==> config.mk <==
export PLATFORM = sky130hd
export DESIGN_NAME = tx_frame_gen_flat
export DESIGN_NICKNAME = d
export VERILOG_FILES = /design/src/rtl/eth_pkg.sv /design/src/rtl/tx_frame_gen_if.sv /design/src/rtl/tx_byte_cnt.sv /design/src/rtl/tx_frame_gen.sv /design/src/flat_wrapper.sv
export SDC_FILE = /design/constraint.sdc
export NUM_CORES = 1
export LEC_CHECK = 0
export BUFFER_PORTS_ARGS = -buffer_cell sky130_fd_sc_hd__buf_2
export CAP_MARGIN = 20
export CORE_MARGIN = 4
export CORE_UTILIZATION = 27
export DETAILED_ROUTE_END_ITERATION = 12
export GPL_ROUTABILITY_DRIVEN = 0
export GPL_TIMING_DRIVEN = 0
export PLACE_DENSITY = 0.42
export SYNTH_ARGS = -nofsm -noshare
export SYNTH_HDL_FRONTEND = slang
export SYNTH_SLANG_ARGS = --single-unit
==> constraint.sdc <==
create_clock -name clk -period 2.4 [get_ports clk]
set_input_delay 0.48 -clock clk [delete_from_list [all_inputs] [get_ports clk]]
set_output_delay 0.48 -clock clk [all_outputs]
set_load 0.02 [all_outputs]
==> src/rtl/eth_pkg.sv <==
// Shared types for the Ethernet TX frame generator.
// Holds FSM states, header/field widths and the frame byte mux.
package eth_pkg;

  localparam int HDR_LEN = 14;
  localparam int MAC_W   = 48;
  localparam int LEN_W   = 16;
  // One extra bit so 13 + 16'hFFFF never wraps.
  localparam int IDX_W   = LEN_W + 1;

  typedef enum logic [1:0] {
    ST_IDLE,
    ST_HEADER,
    ST_PAYLOAD,
    ST_GAP
  } state_t;

  // Byte at frame index idx: header fields MSB first,
  // then payload counting up from seed.
  function automatic logic [7:0] frame_byte(
    input logic [IDX_W-1:0] idx,
    input logic [MAC_W-1:0] dst,
    input logic [MAC_W-1:0] src,
    input logic [LEN_W-1:0] len,
    input logic [7:0]       seed
  );
    logic [7:0] b;
    b = 8'(idx - IDX_W'(HDR_LEN)) + seed;
    if (idx < IDX_W'(HDR_LEN)) begin
      unique case (idx[3:0])
        4'd0:    b = dst[47:40];
        4'd1:    b = dst[39:32];
        4'd2:    b = dst[31:24];
        4'd3:    b = dst[23:16];
        4'd4:    b = dst[15:8];
        4'd5:    b = dst[7:0];
        4'd6:    b = src[47:40];
        4'd7:    b = src[39:32];
        4'd8:    b = src[31:24];
        4'd9:    b = src[23:16];
        4'd10:   b = src[15:8];
        4'd11:   b = src[7:0];
        4'd12:   b = len[15:8];
        4'd13:   b = len[7:0];
        default: b = 8'h00;
      endcase
    end
    return b;
  endfunction

endpackage

==> src/rtl/tx_frame_gen_if.sv <==
// AXI-Stream byte channel from the frame generator to the MAC.
// master drives data/valid/last, slave drives ready.
interface tx_frame_gen_if;
  logic [7:0] m_axis_tdata;
  logic       m_axis_tvalid;
  logic       m_axis_tready;
  logic       m_axis_tlast;

  modport master (
    output m_axis_tdata,
    output m_axis_tvalid,
    output m_axis_tlast,
    input  m_axis_tready
  );

  modport slave (
    input  m_axis_tdata,
    input  m_axis_tvalid,
    input  m_axis_tlast,
    output m_axis_tready
  );
endinterface

==> src/rtl/tx_byte_cnt.sv <==
// Frame byte index and last-byte compare.
// Ports: clk, rst, i_en (advance), i_clr, i_len; o_idx, o_last.
module tx_byte_cnt
  import eth_pkg::*;
(
  input  logic             clk,
  input  logic             rst,
  input  logic             i_en,
  input  logic             i_clr,
  input  logic [LEN_W-1:0] i_len,
  output logic [IDX_W-1:0] o_idx,
  output logic             o_last
);

  logic [IDX_W-1:0] r_idx;
  logic [IDX_W-1:0] w_last_idx;

  assign w_last_idx = IDX_W'(i_len)
                    + IDX_W'(HDR_LEN - 1);

  always_ff @(posedge clk) begin
    if (rst || i_clr)
      r_idx <= '0;
    else if (i_en)
      r_idx <= r_idx + IDX_W'(1);
  end

  assign o_idx  = r_idx;
  assign o_last = (r_idx == w_last_idx);

endmodule

==> src/rtl/tx_frame_gen.sv <==
// Ethernet frame generator: header, counting payload, IFG.
// Ports: clk, rst, start, payload_len, m_axis, busy, frames_sent.
module tx_frame_gen
  import eth_pkg::*;
#(
  parameter logic [MAC_W-1:0] DEST_MAC =
    48'hFF_FF_FF_FF_FF_FF,
  parameter logic [MAC_W-1:0] SRC_MAC =
    48'h02_00_00_00_00_01,
  parameter int IFG_CYCLES = 12
) (
  input  logic             clk,
  input  logic             rst,
  input  logic             start,
  input  logic [LEN_W-1:0] payload_len,
  tx_frame_gen_if.master   m_axis,
  output logic             busy,
  output logic [LEN_W-1:0] frames_sent
);

  state_t r_state;
  state_t w_state_nxt;

  logic [7:0]       r_tdata;
  logic             r_tvalid;
  logic             r_tlast;
  logic             r_busy;
  logic [LEN_W-1:0] r_len;
  logic [LEN_W-1:0] r_frames_sent;
  logic [7:0]       r_gap_cnt;

  logic [IDX_W-1:0] w_idx;
  logic             w_last;
  logic             w_fire;
  logic             w_gap_done;
  logic [7:0]       w_byte;
  logic [7:0]       w_tdata_nxt;
  logic             w_tvalid_nxt;
  logic             w_tlast_nxt;
  logic             w_cnt_en;
  logic             w_cnt_clr;
  logic             w_len_ld;
  logic             w_sent_inc;

  // w_idx is the index of the next byte to load into
  // the output register, not the byte on the bus.
  tx_byte_cnt u_cnt (
    .clk    (clk),
    .rst    (rst),
    .i_en   (w_cnt_en),
    .i_clr  (w_cnt_clr),
    .i_len  (r_len),
    .o_idx  (w_idx),
    .o_last (w_last)
  );

  assign w_fire     = r_tvalid & m_axis.m_axis_tready;
  assign w_gap_done = (r_gap_cnt == 8'(IFG_CYCLES - 1));
  assign w_byte     = frame_byte(w_idx, DEST_MAC, SRC_MAC,
                                 r_len, r_frames_sent[7:0]);

  always_ff @(posedge clk) begin
    if (rst)
      r_state <= ST_IDLE;
    else
      r_state <= w_state_nxt;
  end

  always_comb begin
    w_state_nxt = r_state;
    unique case (r_state)
      ST_IDLE:
        if (start) w_state_nxt = ST_HEADER;
      ST_HEADER:
        if (w_fire && r_tlast)
          w_state_nxt = ST_GAP;
        // Byte 13 is on the bus once index 14 is next.
        else if (w_fire && w_idx == IDX_W'(HDR_LEN))
          w_state_nxt = ST_PAYLOAD;
      ST_PAYLOAD:
        if (w_fire && r_tlast) w_state_nxt = ST_GAP;
      ST_GAP:
        if (w_gap_done) w_state_nxt = ST_IDLE;
      default:
        w_state_nxt = ST_IDLE;
    endcase
  end

  always_comb begin
    w_tdata_nxt  = r_tdata;
    w_tvalid_nxt = r_tvalid;
    w_tlast_nxt  = r_tlast;
    w_cnt_en     = 1'b0;
    w_cnt_clr    = 1'b0;
    w_len_ld     = 1'b0;
    w_sent_inc   = 1'b0;
    unique case (r_state)
      ST_IDLE:
        if (start) begin
          w_len_ld     = 1'b1;
          w_cnt_en     = 1'b1;
          w_tdata_nxt  = w_byte;
          w_tvalid_nxt = 1'b1;
          w_tlast_nxt  = 1'b0;
        end
      ST_HEADER, ST_PAYLOAD:
        if (w_fire) begin
          if (r_tlast) begin
            w_tvalid_nxt = 1'b0;
            w_tlast_nxt  = 1'b0;
            w_cnt_clr    = 1'b1;
            w_sent_inc   = 1'b1;
          end else begin
            w_tdata_nxt  = w_byte;
            w_tlast_nxt  = w_last;
            w_cnt_en     = 1'b1;
          end
        end
      ST_GAP: begin
        w_cnt_clr    = 1'b1;
        w_tvalid_nxt = 1'b0;
        w_tlast_nxt  = 1'b0;
      end
      default: begin
        w_cnt_clr    = 1'b1;
        w_tvalid_nxt = 1'b0;
      end
    endcase
  end

  always_ff @(posedge clk) begin
    if (rst) begin
      r_tdata       <= '0;
      r_tvalid      <= 1'b0;
      r_tlast       <= 1'b0;
      r_busy        <= 1'b0;
      r_len         <= '0;
      r_frames_sent <= '0;
      r_gap_cnt     <= '0;
    end else begin
      r_tdata  <= w_tdata_nxt;
      r_tvalid <= w_tvalid_nxt;
      r_tlast  <= w_tlast_nxt;
      r_busy   <= (w_state_nxt != ST_IDLE);
      if (w_len_ld)
        r_len <= payload_len;
      if (w_sent_inc)
        r_frames_sent <= r_frames_sent + LEN_W'(1);
      if (r_state == ST_GAP)
        r_gap_cnt <= r_gap_cnt + 8'd1;
      else
        r_gap_cnt <= '0;
    end
  end

  assign m_axis.m_axis_tdata  = r_tdata;
  assign m_axis.m_axis_tvalid = r_tvalid;
  assign m_axis.m_axis_tlast  = r_tlast;
  assign busy                 = r_busy;
  assign frames_sent          = r_frames_sent;

endmodule

==> src/flat_wrapper.sv <==
// flat-port wrapper written by rule: the top's interface ports become plain ports
module tx_frame_gen_flat import eth_pkg::*;
#(
  parameter logic [MAC_W-1:0] DEST_MAC =
    48'hFF_FF_FF_FF_FF_FF,
  parameter logic [MAC_W-1:0] SRC_MAC =
    48'h02_00_00_00_00_01,
  parameter int IFG_CYCLES = 12
)
  (clk, rst, start, payload_len, busy, frames_sent, m_axis_m_axis_tdata, m_axis_m_axis_tvalid, m_axis_m_axis_tlast, m_axis_m_axis_tready);
  tx_frame_gen_if m_axis_i ();
  input  logic clk;
  input  logic rst;
  input  logic start;
  input  logic [LEN_W-1:0] payload_len;
  output logic busy;
  output logic [LEN_W-1:0] frames_sent;
  output wire logic [$bits(m_axis_i.m_axis_tdata)-1:0] m_axis_m_axis_tdata;
  output wire logic [$bits(m_axis_i.m_axis_tvalid)-1:0] m_axis_m_axis_tvalid;
  output wire logic [$bits(m_axis_i.m_axis_tlast)-1:0] m_axis_m_axis_tlast;
  input wire logic [$bits(m_axis_i.m_axis_tready)-1:0] m_axis_m_axis_tready;
  assign m_axis_m_axis_tdata = m_axis_i.m_axis_tdata;
  assign m_axis_m_axis_tvalid = m_axis_i.m_axis_tvalid;
  assign m_axis_m_axis_tlast = m_axis_i.m_axis_tlast;
  assign m_axis_i.m_axis_tready = m_axis_m_axis_tready;
  tx_frame_gen #(.DEST_MAC(DEST_MAC), .SRC_MAC(SRC_MAC), .IFG_CYCLES(IFG_CYCLES)) u_core (.clk(clk), .rst(rst), .start(start), .payload_len(payload_len), .m_axis(m_axis_i), .busy(busy), .frames_sent(frames_sent));
endmodule
==> summary.md, run 1 <==
| Metric | Value |
|---|---|
| Post-DP HPWL | 8720 um |
| Gr ovfl total | 0 |
| WHS Path Cells | 3 |
| CTS buffer count | 9 |
| Mux contribution to synthesized area | 0.00481 |
| Initial antenna violation count | 0 |
| Top-count cell post-synth | dfxtp_1 |
| Pwr dens | 877 nW/um2 |
| ANT nets after route | 0 |
| Inst Count DP | 763 |
| Largest family of logic cells by synthesized area | simple AND/OR/NAND/NOR gates |
| # setup viols final | 0 |
| Crit path buffers/inverters | 3 |
| TritonCTS Sinks | 70 |
| Critical path depth | 13 |
| Number of synthesized flops with an enable pin | 0 |
| Cell Chain, Critical Path | inv_4, ha_4, inv_4, ha_4, inv_2, fa_2, nor2b_4, o21ai_2, a21oi_2, o21ai_2, and3_4, o32a_1, a211oi_2 |
| All-Layer GR Usage | 0.134 |
| Largest net degree at the start of global routing | 12 |
| HP Class | input port to register |
| DIE AREA | 17500 um2 |
| P&R area growth vs syn | 24.0% |
| Netlist cell types | 57 |
| WL per Instance | 14.6 um |
| Worst R2R Start | u_core.frames_sent[1] |
| Via density per instance | 4.80 |
| Post-synthesis register bit count | 70 |
| Antenna Cells | 0 |
| Synth Area in Adders | 0.0800 |
| Chip width | 132 um |
| Top-area cell type share of the netlist area | 0.337 |
| Compound-gate portion of the synthesized area | 0.162 |
| Clk_lat worst skew | 0.34 ns |
| Slew @ Worst Pin | 0.663 ns |
| First-pass GRT wire length | 18900 um |
| I/O Buffers | 46 |
| # hold bufs at CTS | 0 |
| Leakage | 0.00202 uW |
| Synth Area in XOR/XNOR | 0.116 |
| Die H | 132 um |
| Syn nets | 575 |
| Longest Clk Path Bufs | 2 |
| Fin cells | 787 |
| Routed WL | 11500 um |
| Launch point of the worst hold path | payload_len[12] |
| Row count | 45 |
| Type of the worst setup path | register to register |
| Tmin final | 2.40 ns |
| Mapped cell area | 4160 um2 |
| Final hold vios | 0 |
| Critical Path Sink Type | register |
| Syn avg cell area | 7.86 um2 |
| Ys Warns | 0 |
| Iter 0 DRT Violations | 202 |
| Fin Clk Skew | 0.00480 ns |
| Reg clk slew, reported paths | 0.05 ns |
| Data arrival time of the worst path | 2.65 ns |
| Worst setup SP type | register |
| Slowest CP cell | fa_2 |
| WP data required | 2.66 ns |
| Fill cell count | 1601 |
| Synth Area in Simple Gates | 0.241 |
| Worst path max stage delay | 0.37 ns |
| Critical Path Fanout Max | 2 |
| Vias in the first global route | 3723 |
| Slew margin rel. | 0.555 |
| Final worst setup slack | 0.00335 ns |
| Cells after synthesis | 529 |
| Post-synth ARST share | 0 |
| RSZ-0062 raised after global routing | true |
| Most instantiated cells after synthesis | dfxtp_1 (70), nor2_1 (66), nand2_1 (57), a21oi_1 (49), inv_1 (34) |
| Synth top area cells | dfxtp_1 (34%), ha_1 (7.5%), xnor2_1 (6.3%) |
| Root buffer cell | clkbuf_16 |
| Max IR drop VDD | 0.352 mV |
| IO Pins | 47 |
| Crit path launch | u_core.frames_sent[1] |
| Post-route DRC | 0 |
| R2R depth | 13 |
| Leading area contributor after synthesis | dfxtp_1 |
| First-pass DRT Iterations | 4 |
| Final layout net count | 640 |
| H-tree Lvls | 3 |
| Max Clock Freq | 0.417 GHz |
| Starting Density | 0.275 |
| Layout cells sized above 1 | 0.200 |
| Core area | 15100 um2 |
| Period utilisation layout | 0.999 |
| Max Cap Viol | 0 |
| Seq/Total Area, Yosys | 0.337 |
| Cell family with most CP delay | compound AO/OA/AOI/OAI gates |
| Place WS | -0.483 ns |
| Max-slew violation count | 0 |
| Outcome | complete, no violations |
| CTS tree | done |
| Via count | 3779 |
| Prevailing post-synth register cell | dfxtp_1 |
[through the flow]
step | power, uW | setup TNS (ns) | instance area, um2 | hold slack [ns] | util
2_1_floorplan | 2520 | 0 | 4170 | 0.413 | -
3_3_place_gp | 2910 | -5.42 | 4630 | 0.423 | 0.306
3_5_place_dp | 2930 | -6.05 | 4630 | 0.431 | 0.306
4_1_cts | 4480 | -0.191 | 5070 | 0.364 | 0.335
5_1_grt | 4810 | -0.119 | 5160 | 0.381 | 0.341
6_report | 4520 | 0 | 5160 | 0.380 | 0.341
[where the power goes]
group	total, uW	internal [uW]	switching [uW]
logic	1620	628	988
clock network	1440	935	508
registers	1470	1320	148
total	4520	2880	1640
[cells by family (layout without fill, tap and decap cells)]
family | Yosys count | after routing
compound gates | 110 | 110
xor+xnor | 55 | 55
fa+ha+maj | 26 | 26
buf+inv | 60 | 130
flops | 70 | 70
mux | 2 | 2
simple gates | 206 | 206
[path summary, 6_finish.rpt]
path / endpoint / slack, ns
worst max-delay path: u_core.m_axis.m_axis_tdata[7] / 0.003
worst min-delay path: u_core.r_len[12] / 0.38
worst max register to register: u_core.m_axis.m_axis_tdata[7] / 0.003
worst min register to register: u_core.r_gap_cnt[0] / 0.44
[cell type report]
type | count | area, um2 | share of cell area
clock buffers | 12 | 246 | 0.0478
flip-flops and latches | 70 | 1420 | 0.275
inverters | 34 | 135 | 0.0262
multi-input cells | 399 | 2630 | 0.510
plain buffers | 25 | 119 | 0.0230
well taps | 188 | 235 | 0.0456
repair buffers | 55 | 302 | 0.0585
clock inverters | 4 | 70.1 | 0.0136
[cell usage in the layout, fill, tap and decap left out, types with 4 or more instances in the layout]
master	count
nor2_1	65
and3_1	6
clkbuf_16	9
nand3_1	14
ha_1	22
nand4_1	12
xor2_1	25
or3_1	7
buf_2	49
nor3_1	8
clkbuf_1	18
inv_1	29
o21ai_0	21
a22o_1	4
a21oi_2	4
nand2_1	57
and2_1	5
buf_4	9
nand3b_1	4
a21oi_1	45
dfxtp_2	5
xnor2_1	30
dfxtp_1	62
a22oi_1	5
[state kept, by name, indices dropped and copies added (netlist names)]
| register | count |
|---|---|
| u_core.u_cnt.o_idx | 17 |
| u_core.frames_sent | 16 |
| u_core.r_len | 16 |
| u_core.m_axis.m_axis_tdata | 8 |
| u_core.r_gap_cnt | 8 |
| u_core.r_state | 2 |
| u_core.busy | 1 |
| u_core.m_axis.m_axis_tlast | 1 |
| u_core.m_axis.m_axis_tvalid | 1 |
[worst min-delay path, delay by kind of cell]
family	cells	cell delay, ns
simple gates	1	0.05
buf+inv	1	0.09
compound gates	1	0.05
[routing by layer]
metal | share of wire | global-route usage | up-vias
met4 | 0.013 | 0.0403 | 0
met1 | 0.49 | 0.178 | 1758
met5 | 0 | 0 | -
met3 | 0.037 | 0.0344 | 10
met2 | 0.46 | 0.215 | 67
li1 | - | - | 1944
[timing repair]
item / 4_1_cts / 5_1_grt
setup endpoints to repair: 22 / 23
buffers inserted: 8 / 1
gates resized for setup: 19 / 22
pin swaps: 10 / 8
hold endpoints to repair: 0 / 0
(Power assumes the default switching activity.)
==> inputs of run 2 (changes only) <==
--- a/config.mk
+++ b/config.mk
@@ -7,7 +7,6 @@
 export LEC_CHECK = 0
 export BUFFER_PORTS_ARGS = -buffer_cell sky130_fd_sc_hd__buf_2
 export CAP_MARGIN = 20
-export CORE_MARGIN = 4
 export CORE_UTILIZATION = 27
 export DETAILED_ROUTE_END_ITERATION = 12
 export GPL_ROUTABILITY_DRIVEN = 0
==> summary.md, run 2 (synthesis gave the netlist of run 1 again) <==
| Metric | Value |
|---|---|
| Reg clk slew, reported paths | 0.06 ns (about the same) |
| All-Layer GR Usage | 0.149 (+0.0151) |
| First-pass DRT Iterations | 5 (+1) |
| Dpl cell area | 4630 um2 (-0.11%) |
| Fill cell count | 1591 (-0.62%) |
| Commonest non-fill, non-tap cell in the layout | nor2_1 |
| Reg2Reg Capture Point | u_core.m_axis.m_axis_tdata[7] |
| Antenna Cells | 0 (unchanged) |
| H-tree Lvls | 3 (unchanged) |
| Type of the worst setup path | register to register |
| Worst setup SP type | register |
| Fin Clk Skew | 0.00981 ns (+0.00501 ns) |
| WHS Path Cells | 3 (unchanged) |
| Initial antenna violation count | 0 (unchanged) |
| # setup viols final | 0 (unchanged) |
| WHS | 0.380 ns (-0.0000400 ns) |
| CTS buffer count | 9 (unchanged) |
| Launch point of the worst hold path | payload_len[5] |
| Starting Density | 0.282 (+0.00729) |
| Most frequent cells in the layout | nor2_1 (65), dfxtp_1 (62), nand2_1 (57) |
| Data arrival time of the worst path | 2.60 ns (-0.05 ns) |
| Die H | 126 um (-4.5%) |
| Routed WL | 11300 um (-1.3%) |
| Worst R2R Start | u_core.frames_sent[1] |
| Worst path max stage delay | 0.35 ns (-0.02 ns) |
| Largest register FFs | 17 (unchanged) |
| Place WS | -0.496 ns (-0.0126 ns) |
| Root buffer cell | clkbuf_16 |
| R2r setup slk | 0.07 ns (+0.07 ns) |
| IO Pins | 47 (unchanged) |
| WL per Instance | 14.5 um (-0.96%) |
| Max Clock Freq | 0.429 GHz (+2.8%) |
| Layout cells sized above 1 | 0.205 (+0.00467) |
| CTS tree | done |
| Max Cap Viol | 0 (unchanged) |
| Final worst setup slack | 0.0694 ns (+0.0661 ns) |
| Hold Path End | u_core.r_len[5] |
| Leakage | 0.00201 uW (-0.53%) |
| Post-route DRC | 0 (unchanged) |
| Period utilisation layout | 0.971 (-0.0275) |
| Vias in the first global route | 3535 (-5.0%) |
| Post-DP HPWL | 8580 um (-1.6%) |
| Via count | 3747 (-0.85%) |
| Inst Count DP | 759 (-0.52%) |
| Critical Path Fanout Max | 2 (unchanged) |
| Design Power | 4420 uW (-2.3%) |
| DIE AREA | 15900 um2 (-8.9%) |
| Via density per instance | 4.78 (-0.47%) |
| WP data required | 2.67 ns (about the same) |
| Slew margin rel. | 0.599 (+0.0431) |
| Iter 0 DRT Violations | 172 (-15%) |
| Tmin final | 2.33 ns (-0.0661 ns) |
| Fin cells | 784 (-0.38%) |
| Sequential Area | 1420 um2 (unchanged) |
| Core area | 14800 um2 (-2.6%) |
| Critical Path Sink Type | register |
| Outcome | complete, no violations |
| Slowest CP cell | dfxtp_4 |
| Multi-input gate area | 2650 um2 (+0.81%) |
| RSZ-0062 raised after global routing | true |
| TritonCTS Sinks | 70 (unchanged) |
| Clk_lat worst skew | 0.34 ns (about the same) |
| Max-slew violation count | 0 (unchanged) |
| Post-route cell area | 5170 um2 (+0.22%) |
| Row count | 44 (-2.2%) |
| HP Class | input port to register |
| Final layout net count | 641 (+0.16%) |
| I/O Buffers | 46 (unchanged) |
| ANT nets after route | 0 (unchanged) |
| Slew @ Worst Pin | 0.602 ns (-0.0610 ns) |
| First-pass GRT wire length | 18400 um (-3.0%) |
| Cell Chain, Critical Path | inv_4, ha_4, inv_2, ha_4, inv_2, fa_2, nor2b_4, o21ai_2, a21oi_2, o21ai_2, and3_1, o32a_1, a211oi_2 |
| Longest Clk Path Bufs | 2 (unchanged) |
| Pwr dens | 855 nW/um2 (-2.6%) |
| Largest net degree at the start of global routing | 13 (+1) |
| Max IR drop VDD | 0.341 mV (-3.2%) |
| Crit path launch | u_core.frames_sent[1] |
| Gr ovfl total | 0 (unchanged) |
| Final hold vios | 0 (unchanged) |
| P&R area growth vs syn | 24.3% |
| R2R depth | 13 (unchanged) |
| Chip width | 126 um (-4.5%) |
## run 2: layout make-up
class	instances	area share
inverters	34	0.0257
flip-flops and latches	70	0.275
plain buffers	25	0.0230
well taps	184	0.0445
repair buffers	56	0.0591
multi-input cells	399	0.513
clock inverters	5	0.0111
clock buffers	11	0.0489
## run 2: repair_timing
action	4_1_cts	5_1_grt
pin swaps	9	11
setup buffers	8	2
setup endpoints to repair	24	24
cloned	0	0
gates resized for setup	17	23
hold buffers	0	0
## run 2: worst max-delay path by stage
stage,endpoint,cells after the start
6_report,u_core.m_axis.m_axis_tdata[7],13
5_1_grt,u_core.m_axis.m_axis_tdata[7],13
4_1_cts,u_core.m_axis.m_axis_tdata[7],13
3_5_place_dp,u_core.u_cnt.o_idx[3],8
3_3_place_gp,u_core.u_cnt.o_idx[3],8
2_1_floorplan,u_core.m_axis.m_axis_tdata[7],13
## run 2: stage by stage
step                setup TNS, ns  utilization
finish                          0        0.350
global route              -0.0786        0.350
CTS                        -0.134        0.342
detailed placement          -6.72        0.314
global placement            -6.49        0.314
floorplan                       0            -
## run 2: power breakdown
group          internal [uW]  switching [uW]
logic                    621             948
registers               1320             151
clock network            859             522
total                   2800            1620
## run 2: per-layer routing
layer	vias up	GRT usage	wire [um]
li1	1939	-	-
met1	1737	0.199	5650
met2	58	0.230	5070
met3	13	0.0399	451
met4	0	0.0539	169
met5	-	0	0
## run 2: worst max-delay path: cells and delay by family, from the launching register on
kind | cells | cell delay (ns)
AOI/OAI and AO/OA | 5 | 0.78
adders and majority gates | 3 | 0.69
DFF | 1 | 0.35
and+or+nand+nor | 2 | 0.29
buffers and inverters | 3 | 0.13
==> inputs of run 3 (changes only) <==
--- a/config.mk
+++ b/config.mk
@@ -12,6 +12,8 @@
 export GPL_ROUTABILITY_DRIVEN = 0
 export GPL_TIMING_DRIVEN = 0
 export PLACE_DENSITY = 0.42
+export REMOVE_ABC_BUFFERS = 1
+export SKIP_CTS_REPAIR_TIMING = 1
 export SYNTH_ARGS = -nofsm -noshare
 export SYNTH_HDL_FRONTEND = slang
 export SYNTH_SLANG_ARGS = --single-unit
==> summary.md, run 3 (synthesis gave the netlist of run 1 again) <==
| Metric | Value |
|---|---|
| Outcome | complete, but fails checks |
| Failing checks | negative setup slack |
| DIE AREA | 15900 um2 (unchanged) |
| Core area | 14800 um2 (unchanged) |
| Most frequent cells in the layout | nor2_1 (65), dfxtp_1 (58), nand2_1 (56) |
| Slew @ Worst Pin | 0.916 ns (+0.314 ns) |
| Reg clk slew, reported paths | 0.06 ns (about the same) |
| Sw Share | 0.364 (-0.00296) |
| First-pass DRT Iterations | 4 (-1) |
| Starting Density | 0.282 (unchanged) |
| Dpl cell area | 4520 um2 (-2.4%) |
| I/O Buffers | 46 (unchanged) |
| Data arrival time of the worst path | 2.74 ns (+0.14 ns) |
| Max Clock Freq | 0.404 GHz (-5.9%) |
| Inst Count DP | 735 (-3.2%) |
| Post-route cell area | 5040 um2 (-2.4%) |
| Tmin final | 2.48 ns (+0.147 ns) |
| R2R depth | 13 (unchanged) |
| HP Class | input port to register |
| Leakage | 0.00197 uW (-2.2%) |
| Place WS | -0.554 ns (-0.0584 ns) |
| Max Cap Viol | 0 (unchanged) |
| Critical Path Fanout Max | 7 (+5) |
| Max IR drop VDD | 0.450 mV (+32%) |
| Iter 0 DRT Violations | 237 (+38%) |
| Routed WL | 10700 um (-5.7%) |
| Post-route DRC | 0 (unchanged) |
| Pwr dens | 871 nW/um2 (+1.9%) |
| Worst setup SP type | register |
| Largest net degree at the start of global routing | 48 (+35) |
| All-Layer GR Usage | 0.139 (-0.00996) |
| Vias in the first global route | 3380 (-4.4%) |
| # setup viols final | 1 (+1) |
| Final worst setup slack | -0.0772 ns (-0.147 ns) |
| Largest register FFs | 17 (unchanged) |
| Critical Path Sink Type | register |
| WP data required | 2.66 ns (about the same) |
| IO Pins | 47 (unchanged) |
| Gr ovfl total | 0 (unchanged) |
| Fin cells | 761 (-2.9%) |
| Commonest non-fill, non-tap cell in the layout | nor2_1 |
| Die H | 126 um (unchanged) |
| Final layout net count | 618 (-3.6%) |
| ANT nets after route | 0 (unchanged) |
| Antenna Cells | 0 (unchanged) |
| Chip width | 126 um (unchanged) |
| Type of the worst setup path | register to register |
| Initial antenna violation count | 0 (unchanged) |
| Psw | 1600 uW (-1.3%) |
| Layout cells sized above 1 | 0.205 (-0.000494) |
| RSZ-0062 raised after global routing | true |
| Fin Clk Skew | 0.00512 ns (-0.00470 ns) |
| Via density per instance | 4.79 (+0.19%) |
| Sequential Power Share | 0.341 (+0.009) |
| Comb pwr share | 0.344 (-0.011) |
| Root buffer cell | clkbuf_16 |
| Clk pwr share | 0.316 (+0.004) |
| CTS buffer count | 9 (unchanged) |
| Clk_lat worst skew | 0.34 ns (about the same) |
| Final hold vios | 0 (unchanged) |
| Longest Clk Path Bufs | 2 (unchanged) |
| Via count | 3644 (-2.7%) |
| Max-slew violation count | 0 (unchanged) |
| WHS Path Cells | 3 (unchanged) |
| Row count | 44 (unchanged) |
| First-pass GRT wire length | 17300 um (-5.7%) |
| Cell-internal power | 2800 uW (about the same) |
| H-tree Lvls | 3 (unchanged) |
| WL per Instance | 14.1 um (-2.9%) |
| Period utilisation layout | 1.03 (+0.0611) |
| WHS | 0.377 ns (-0.00330 ns) |
| CTS tree | done |
| Post-DP HPWL | 7930 um (-7.7%) |
| TritonCTS Sinks | 70 (unchanged) |
| P&R area growth vs syn | 21.3% |
| Slew margin rel. | 0.389 (-0.210) |
-- run 3: cell count changes in the layout (fill, tap and decap cells not counted), moves of 2 or more --
cell,before,now
clkinvlp_4,3,0
clkbuf_2,2,0
buf_2,49,46
clkbuf_1,16,0
nor4_2,2,4
clkinv_4,0,2
dfxtp_2,5,10
dfxtp_1,62,58
a21oi_2,4,2
-- run 3: routing by layer --
metal,wire (um),vias to the layer above,GRT usage
met1,5460,1660,0.189
met3,460,10,0.0450
met4,80,0,0.0369
met2,4690,71,0.211
li1,-,1903,-
met5,0,-,0
-- run 3: metrics by stage --
step,util,TNS (ns),total power [uW]
2_1_floorplan,-,-0.229,2470
3_3_place_gp,0.305,-7.51,2860
3_5_place_dp,0.306,-3.81,2910
4_1_cts,0.327,-4.09,4330
5_1_grt,0.342,-0.245,4710
6_report,0.342,-0.0772,4390
-- run 3: critical path, stage by stage, from the launching register on --
cell      delay, ns
dfxtp_4        0.40
inv_4          0.06
ha_4           0.21
inv_4          0.05
ha_4           0.12
inv_2          0.04
fa_2           0.40
nor2b_4        0.14
o21ai_2        0.08
a21oi_2        0.16
o21ai_2        0.08
and3_1         0.14
o32a_1         0.35
a211oi_2       0.17
-- run 3: path summary, 6_finish.rpt --
kind                                    to                  start  slack [ns]
max          u_core.m_axis.m_axis_tdata[7]  u_core.u_cnt.o_idx[1]       -0.08
min                       u_core.r_len[14]        payload_len[14]        0.38
max reg2reg  u_core.m_axis.m_axis_tdata[7]  u_core.u_cnt.o_idx[1]       -0.08
min reg2reg            u_core.r_gap_cnt[0]    u_core.r_gap_cnt[0]        0.46
-- run 3: power groups by stage --
stage	combinational [uW]	clock, uW	sequential [uW]
after floorplan	941	0	1530
after global placement	1360	0	1500
after detailed placement	1410	0	1510
after CTS	1410	1440	1480
after global routing	1700	1490	1520
final	1510	1390	1500
-- run 3: cell type report --
class	count	area, um2
Fill cell	1585	9710
Inverter	34	133
Sequential cell	70	1420
Clock inverter	5	57.6
Tap cell	184	230
Timing Repair Buffer	58	324
Clock buffer	11	253
Multi-Input combinational cell	399	2630
